**config.mk**
```make
export PLATFORM = sky130hd
export DESIGN_NAME = branch_redirect_ctrl
export DESIGN_NICKNAME = d
export VERILOG_FILES = /design/src/rtl/branch_redirect_ctrl.sv
export SDC_FILE = /design/constraint.sdc
export NUM_CORES = 1
export LEC_CHECK = 0
export ABC_CLOCK_PERIOD_IN_PS = 3900
export BUFFER_PORTS_ARGS = -buffer_cell sky130_fd_sc_hd__buf_2
export CAP_MARGIN = 20
export CORE_UTILIZATION = 43
export CTS_CLUSTER_SIZE = 40
export DETAILED_ROUTE_END_ITERATION = 12
export PLACE_DENSITY = 0.61
export SLEW_MARGIN = 20
export SYNTH_ARGS = -nofsm -noshare
export SYNTH_HDL_FRONTEND = slang
export SYNTH_SLANG_ARGS = --single-unit
```
**constraint.sdc**
```tcl
create_clock -name clk -period 3.9 [get_ports clk]
set_input_delay 0.195 -clock clk [delete_from_list [all_inputs] [get_ports clk]]
set_output_delay 0.195 -clock clk [all_outputs]
set_load 0.05 [all_outputs]
```
**src/rtl/branch_redirect_ctrl.sv**
```systemverilog
// Branch redirect controller: queues fetch-time predictions, checks them against
// EX resolution, and issues redirect/flush plus predictor-update strobes.
module branch_redirect_ctrl #(
  parameter int QDEPTH       = 4,
  parameter int FLUSH_CYCLES = 2
) (
  input  logic       clk,
  input  logic       rst_n,
  input  logic       F_push,
  input  logic       F_BP_taken,
  input  logic [4:0] F_BP_target_pc,
  input  logic       EX_brn,
  input  logic [4:0] EX_pc,
  input  logic [4:0] EX_alu_out,
  input  logic       EX_true_taken,
  output logic       redirect_valid,
  output logic [4:0] redirect_pc,
  output logic       flush,
  output logic       bp_upd_en,
  output logic       q_full,
  output logic       q_overflow,
  output logic [7:0] br_count,
  output logic [7:0] mp_count
);

  // state | meaning
  // RUN   | normal operation: push/pop records, compare predictions
  // FLUSH | squashing F/D after a mispredict; push/pop/counts ignored
  typedef enum logic {RUN, FLUSH} state_t;

  localparam int PW = $clog2(QDEPTH);
  localparam int CW = $clog2(QDEPTH + 1);

  state_t        state_q, state_d;
  logic [PW-1:0] wr_ptr_q, wr_ptr_d;
  logic [PW-1:0] rd_ptr_q, rd_ptr_d;
  logic [CW-1:0] occ_q, occ_d;
  logic [2:0]    fcnt_q, fcnt_d;
  logic [7:0]    br_q, br_d;
  logic [7:0]    mp_q, mp_d;
  logic          ovf_q, ovf_d;
  logic [5:0]    mem_q [QDEPTH];

  logic       run, empty, full, pop, do_pop, push_ok, mispred;
  logic       pred_taken;
  logic [4:0] pred_tgt, pc_inc;
  logic [5:0] head;

  assign run        = (state_q == RUN);
  assign empty      = (occ_q == '0);
  assign full       = (occ_q == CW'(QDEPTH));
  assign pc_inc     = EX_pc + 5'd1;
  assign head       = mem_q[rd_ptr_q];
  // An empty queue behaves as a not-taken prediction to the fall-through PC.
  assign pred_taken = empty ? 1'b0 : head[5];
  assign pred_tgt   = empty ? pc_inc : head[4:0];
  assign pop        = run & EX_brn;
  assign do_pop     = pop & ~empty;
  assign push_ok    = run & F_push & (~full | pop);
  assign mispred    = pop & ((pred_taken != EX_true_taken) |
                             (pred_taken & (pred_tgt != EX_alu_out)));

  assign redirect_valid = rst_n & mispred;
  assign redirect_pc    = EX_true_taken ? EX_alu_out : pc_inc;
  assign flush          = rst_n & (~run | mispred);
  assign bp_upd_en      = rst_n & pop;
  assign q_full         = rst_n & full;
  assign q_overflow     = ovf_q;
  assign br_count       = br_q;
  assign mp_count       = mp_q;

  always_comb begin
    state_d  = state_q;
    wr_ptr_d = wr_ptr_q;
    rd_ptr_d = rd_ptr_q;
    occ_d    = occ_q;
    fcnt_d   = fcnt_q;
    br_d     = br_q;
    mp_d     = mp_q;
    ovf_d    = ovf_q | (run & F_push & full & ~pop);
    if (pop && br_q != 8'd255) br_d = br_q + 8'd1;
    if (run) begin
      if (mispred) begin
        wr_ptr_d = '0;
        rd_ptr_d = '0;
        occ_d    = '0;
        fcnt_d   = 3'(FLUSH_CYCLES - 1);
        state_d  = (FLUSH_CYCLES > 1) ? FLUSH : RUN;
        if (mp_q != 8'd255) mp_d = mp_q + 8'd1;
      end else begin
        if (push_ok) wr_ptr_d = wr_ptr_q + PW'(1);
        if (do_pop)  rd_ptr_d = rd_ptr_q + PW'(1);
        case ({push_ok, do_pop})
          2'b10:   occ_d = occ_q + CW'(1);
          2'b01:   occ_d = occ_q - CW'(1);
          default: occ_d = occ_q;
        endcase
      end
    end else begin
      // The mispredict cycle itself is the first flush cycle.
      if (fcnt_q <= 3'd1) begin
        fcnt_d  = 3'd0;
        state_d = RUN;
      end else begin
        fcnt_d = fcnt_q - 3'd1;
      end
    end
  end

  always_ff @(posedge clk or negedge rst_n) begin
    if (!rst_n) begin
      state_q  <= RUN;
      wr_ptr_q <= '0;
      rd_ptr_q <= '0;
      occ_q    <= '0;
      fcnt_q   <= '0;
      br_q     <= '0;
      mp_q     <= '0;
      ovf_q    <= 1'b0;
      for (int i = 0; i < QDEPTH; i++) mem_q[i] <= '0;
    end else begin
      state_q  <= state_d;
      wr_ptr_q <= wr_ptr_d;
      rd_ptr_q <= rd_ptr_d;
      occ_q    <= occ_d;
      fcnt_q   <= fcnt_d;
      br_q     <= br_d;
      mp_q     <= mp_d;
      ovf_q    <= ovf_d;
      if (push_ok && !mispred) mem_q[wr_ptr_q] <= {F_BP_taken, F_BP_target_pc};
    end
  end

endmodule

```
---- Word level (Yosys, flattened, before mapping) ----
Index checks and enable logic that the tools add are counted.
word-level totals
  flip-flop bits (word level) ............. 52
  bits in latches ......................... 0
  RAM bits ................................ 0
  bits in read-only memories .............. 0
  input bits .............................. 21
  output and inout bits ................... 26
  word-level logic and storage cells ...... 87
  memories kept ........................... 0
cells by class
  add/subtract/negate cells ............... 8
  multiply operators ...................... 0
  div/mod/pow operators ................... 0
  $lt $le $gt $ge ......................... 4
  equal/unequal tests ..................... 7
  shift operators ......................... 0
  multiplexer cells ....................... 21
  bitwise logic cells ..................... 22
  reductions and logical operators ........ 13
operator list
  operator                                                  number
  bitwise mux 24 bit                                        1
  two-way mux 6 bit                                         3
  adder 8 x 1 -> 8 bit, second input constant               2
  inequality test 8 bit, second input constant              2
  bitwise AND 1 bit                                         12
  binary-select mux 6 bit (select 2 bit)                    1
  demux 6 bit (select 2 bit)                                1
  two-way mux 3 bit                                         4
  two-way mux 5 bit                                         2
  two-way mux 2 bit                                         4
  greater-or-equal comparator 3 bit, second input constant  2
  inverter 2 -> 3 bit                                       2
  one-hot mux 3 bit (2 select lines)                        1
  AND reduction 2 bit                                       3
  nonzero test 2 bit                                        3
  subtractor 3 x 1 -> 3 bit, second input constant          2
  adder 5 x 1 -> 5 bit, second input constant               1
  inequality test 5 bit                                     1
  adder 2 x 1 -> 2 bit, second input constant               2
  two-way mux 1 bit                                         4
  inverter 1 bit                                            4
  bitwise OR 1 bit                                          4
  adder 3 x 1 -> 3 bit, second input constant               1
  equality test 3 bit, second input constant                1
  10 further kinds                                          12

---- Depth between registers and ports, before layout ----
  depth in word-level cells ............... 11
  mapped depth ............................ 9
  mapped depth without buffers ............ 8

---- Worst setup path after synthesis ----
Ideal clock, no wire load.
  kind .................................... register to output
  start point ............................. reg rd_ptr_q[0]
  end point ............................... out redirect_valid
  data arrival time ....................... 2.539 ns
  data required time ...................... 3.705 ns
  path slack .............................. 1.166 ns
  cell stages (with the launch flop) ...... 9
  buffers on the path ..................... 3
  cells stage by stage .................... dfrtp_1 > buf_2 > mux4_2 > mux2i_2 > xnor2_1 > o21a_1 > buf_6 > clkbuf_1 > and2_1
between the ends
  cells in the longest elaborated chain, start to end .. 10
  elaborated cells between the ends (all ways) .. 12
  classes of those cells .................. 2 x eq/ne; 5 x mux; 5 x bitwise
RTL lines
  item                                                    line  RTL
  start, declared                                         36    logic [PW-1:0] rd_ptr_q, rd_ptr_d;
  start signal, assigned                                  124   rd_ptr_q <= rd_ptr_d;
  inverter 2 -> 3 bit (not written as such) *             53    assign head = mem_q[rd_ptr_q];
  binary-select mux 6 bit (select 2 bit) *                53
  two-way mux 6 bit (not written as such) * (2 in a row)  53
  two-way mux 5 bit                                       56    assign pred_tgt = empty ? pc_inc : head[4:0];
  inequality test 5 bit                                   61    (pred_taken & (pred_tgt != EX_alu_out)));
  bitwise AND 1 bit                                       61
  bitwise OR 1 bit *                                      60    assign mispred = pop & ((pred_taken != EX_true_taken) |
  bitwise AND 1 bit *                                     60
  bitwise AND 1 bit *                                     63    assign redirect_valid = rst_n & mispred;
  end, declared                                           16    output logic redirect_valid,
Every way passes the cells marked *; elsewhere a longest branch is shown, timed or not. The select of a mux whose other input is x is not followed.

---- Worst setup path in the final report ----
  start point ............................. reg occ_q[1]
  end point ............................... out redirect_valid
between the ends
  cells in the longest elaborated chain, start to end .. 7
  elaborated cells between the ends (all ways) .. 9
  classes of those cells .................. 2 x eq/ne; 2 x mux; 4 x bitwise; 1 x reduce/logical
RTL lines
  item                    line  RTL
  start, declared         37    logic [CW-1:0] occ_q, occ_d;
  start signal, assigned  115   occ_q <= '0;
  start signal, assigned  125   occ_q <= occ_d;
  zero test 3 bit *       50    assign empty = (occ_q == '0);
  two-way mux 5 bit       56
  inequality test 5 bit   61
  bitwise AND 1 bit       61
  bitwise OR 1 bit *      60
  bitwise AND 1 bit *     60
  bitwise AND 1 bit *     63
Every way passes the cells marked *; elsewhere a longest branch is shown, timed or not.

==> results.md <==
- Clk_skew: 0.01120 ns
- Setup ws final: 0.7946 ns
- Power density over the cells: 737.3 nW/µm²
- Final worst path period need: 3.105 ns
- Crit start category: register
- Core area: 6907 µm²
- Die W: 87.22 µm
- Outcome: complete, no violations
- CP endpoint kind: output pin
- Nets: 385
- Detailed Route WL: 7.549 mm
- Sequential cell area: 1301 µm²
- Post-route setup TNS: 0 ns
- Vias in the first global route: 2508
- Starting DRT DRC Count: 218
- GR Overflow Total: 0
- I/O pin total: 47
- RSZ-0062 raised after global routing: no
- Setup violators final: 0
- Layout Utilization: 0.5103
- DIE AREA: 7607 µm²
- First-pass GRT wire length: 12.59 mm
- Antenna violations before repair: 0
- Starting density of the core: 0.4522
- Slew margin rel.: 0.4127
- Max_cap viols: 0
- Maximum root-to-sink buffer count: 2
- Share of cells above drive strength 1: 0.2000
- GRT met3 Usage: 0.03602
- Cell Area, Synth: 3123 µm²
- Post-DP HPWL: 5.329 mm
- Crit share post-route: 0.7963
- CTS H-tree depth: 2
- # clock sinks: 52
- Met2 Use GR: 0.3486
- Clock root cell: clkbuf_8
- Crit Path Category: register to output pin
- Seq cells post-synth: 52
- Post-CTS Resized: 0
- Synth Net Count: 341
- Syn Area/Cell: 10.07 µm²
- Drt via density: 5.678
- Post-Syn Instances: 310
- Clk_lat worst skew: 0.31 ns
- FP Rows: 30
- GP Congestion: 0.7939
- First-pass DRT Iterations: 4
- Ys Warns: 0
- Pre-CTS WS: 1.120 ns
- Max Slew Vio Count: 0
- Busiest layer in global routing: met2
- WP data arrival: 2.91 ns
- Post-synthesis sequential area ratio: 0.4167
- Fin. Hold Viols: 0
- Hold_ws: 0.2166 ns
- CTS tree: yes
- Filler cells: 700
- GR Util met1: 0.2972
- Num CTS Buffers: 5
- Synth cell types: 46
- Area growth syn-to-layout: 12.86%
- F_max: 322.0 MHz
- HP Class: input port to register
- Height of the die: 87.22 µm
- Most used DFF post-synth: dfrtp_1
- Pleak: 1.576 nW
- Area of the multi-input gates: 1667 µm²
- WP data required: 3.70 ns
- Largest net degree at the start of global routing: 35
- Worst-margin pin slew: 0.8750 ns
- Total GRT Usage: 0.2141
- Via count: 2561
- DR WL/cell: 16.74 µm
- Ys async rst share: 1.000
- Max IR drop VDD: 0.0004415 V
- IO Port Bufs: 46
- Post-route ant nets: 0
- Clock-pin slew on the worst setup and hold paths: 0.10 ns
- EDFF count, synth: 0
- # diodes: 0
- Max FO, Critical Path: 8
- Number of remaining DRC errors: 0
==> flip-flops by register name, indices dropped and copies added, names as in the netlist <==
signal / flops
mp_count: 8
q_overflow: 1
wr_ptr_q: 2
state_q: 1
occ_q: 3
rd_ptr_q: 2
fcnt_q: 3
mem_q: 24
br_count: 8
==> cells by family (layout without fill, tap and decap cells) <==
kind of cell | after synthesis | in the layout | synth area share
XOR/XNOR | 27 | 27 | 0.07572
AO/OA/AOI/OAI | 79 | 79 | 0.1763
multiplexers | 21 | 21 | 0.07973
buffers and inverters | 33 | 78 | 0.04968
flip-flops | 52 | 52 | 0.4167
adder cells (fa/ha/maj) | 10 | 10 | 0.04247
AND/OR/NAND/NOR | 88 | 88 | 0.1595
==> cell type report <==
cell class | instances | area share
Inverter | 18 | 0.01917
Timing Repair Buffer | 52 | 0.07881
Clock inverter | 3 | 0.006390
Tap cell | 96 | 0.03408
Clock buffer | 5 | 0.01952
Multi-Input combinational cell | 225 | 0.4728
Sequential cell | 52 | 0.3692
==> timing repair <==
| action | CTS | global route |
|---|---|---|
| hold endpoints to repair | 18 | 0 |
| hold buffers | 1 | 0 |
| buffers inserted | 0 | 0 |
==> per-layer routing <==
metal	vias to the layer above	share of wire
met2	79	0.47
met1	1257	0.47
met4	0	0.014
li1	1213	-
met5	-	0
met3	12	0.048
==> critical path: stages, from the launching register on <==
cell,delay [ns]
dfrtp_1,0.47
or3_1,0.49
mux2i_2,0.21
xnor2_1,0.64
o21a_1,0.38
and2_1,0.17
buf_2,0.26
==> cell usage in the layout, fill, tap and decap left out, drive strengths merged, types with 2 or more instances in the layout <==
master and instances:
dfrtp 52, buf 51, o21ai 31, nor2b 30
o41ai 24, inv 18, xnor2 15, xor2 12
nand3 11, nand2 11, mux2i 11, and3 9
ha 9, mux2 8, nor2 8, clkbuf 5
nor3b 4, and2 3, o21a 3, nand2b 3
o211ai 3, o2111ai 3, clkinv 3, or3 2
mux4 2, a21oi 2, nand4 2, nor3 2
a31oi 2
==> cell usage after synthesis (all sizes together) (2+ instances only) <==
cell type	instances	area, µm²
a21oi	2	10.01
a31oi	2	12.51
and2	3	18.77
and3	9	56.30
buf	5	50.04
clkbuf	10	37.54
dfrtp	52	1301
ha	9	112.6
inv	17	63.81
mux2	8	90.09
mux2i	11	113.9
mux4	2	45.04
nand2	11	41.29
nand2b	3	18.77
nand3	11	55.05
nand4	2	12.51
nor2	8	30.03
nor2b	30	187.7
nor3	2	10.01
nor3b	4	30.03
o2111ai	3	26.28
o211ai	3	22.52
o21a	3	22.52
o21ai	31	155.2
o41ai	24	210.2
or3	2	12.51
xnor2	15	131.4
xor2	12	105.1
==> metrics by stage <==
stage	total power (W)	area, µm²	std cells
global route	0.002800	3525	451
CTS	0.002607	3525	451
detailed placement	0.002282	3423	442
global placement	0.002260	3423	442
finish	0.002599	3525	451
floorplan	0.001968	3123	310
==> power breakdown <==
part	internal, W	switching (W)
combinational	0.000499	0.000815
clock	0.000129	0.000191
sequential	0.000754	0.000210
==> path summary, 6_finish.rpt <==
kind	startpoint	cells past startpoint	end	slack, ns
min	EX_brn	3	occ_q[2]	0.22
max reg2reg	occ_q[1]	6	fcnt_q[1]	1.07
min in group asynchronous	rst_n	2	mp_count[2]	0.38
max in group asynchronous	rst_n	3	mem_q[12]	2.68
min reg2reg	q_overflow	1	q_overflow	0.46
max	occ_q[1]	6	redirect_valid	0.79
Power figures use the tool's default switching activity.
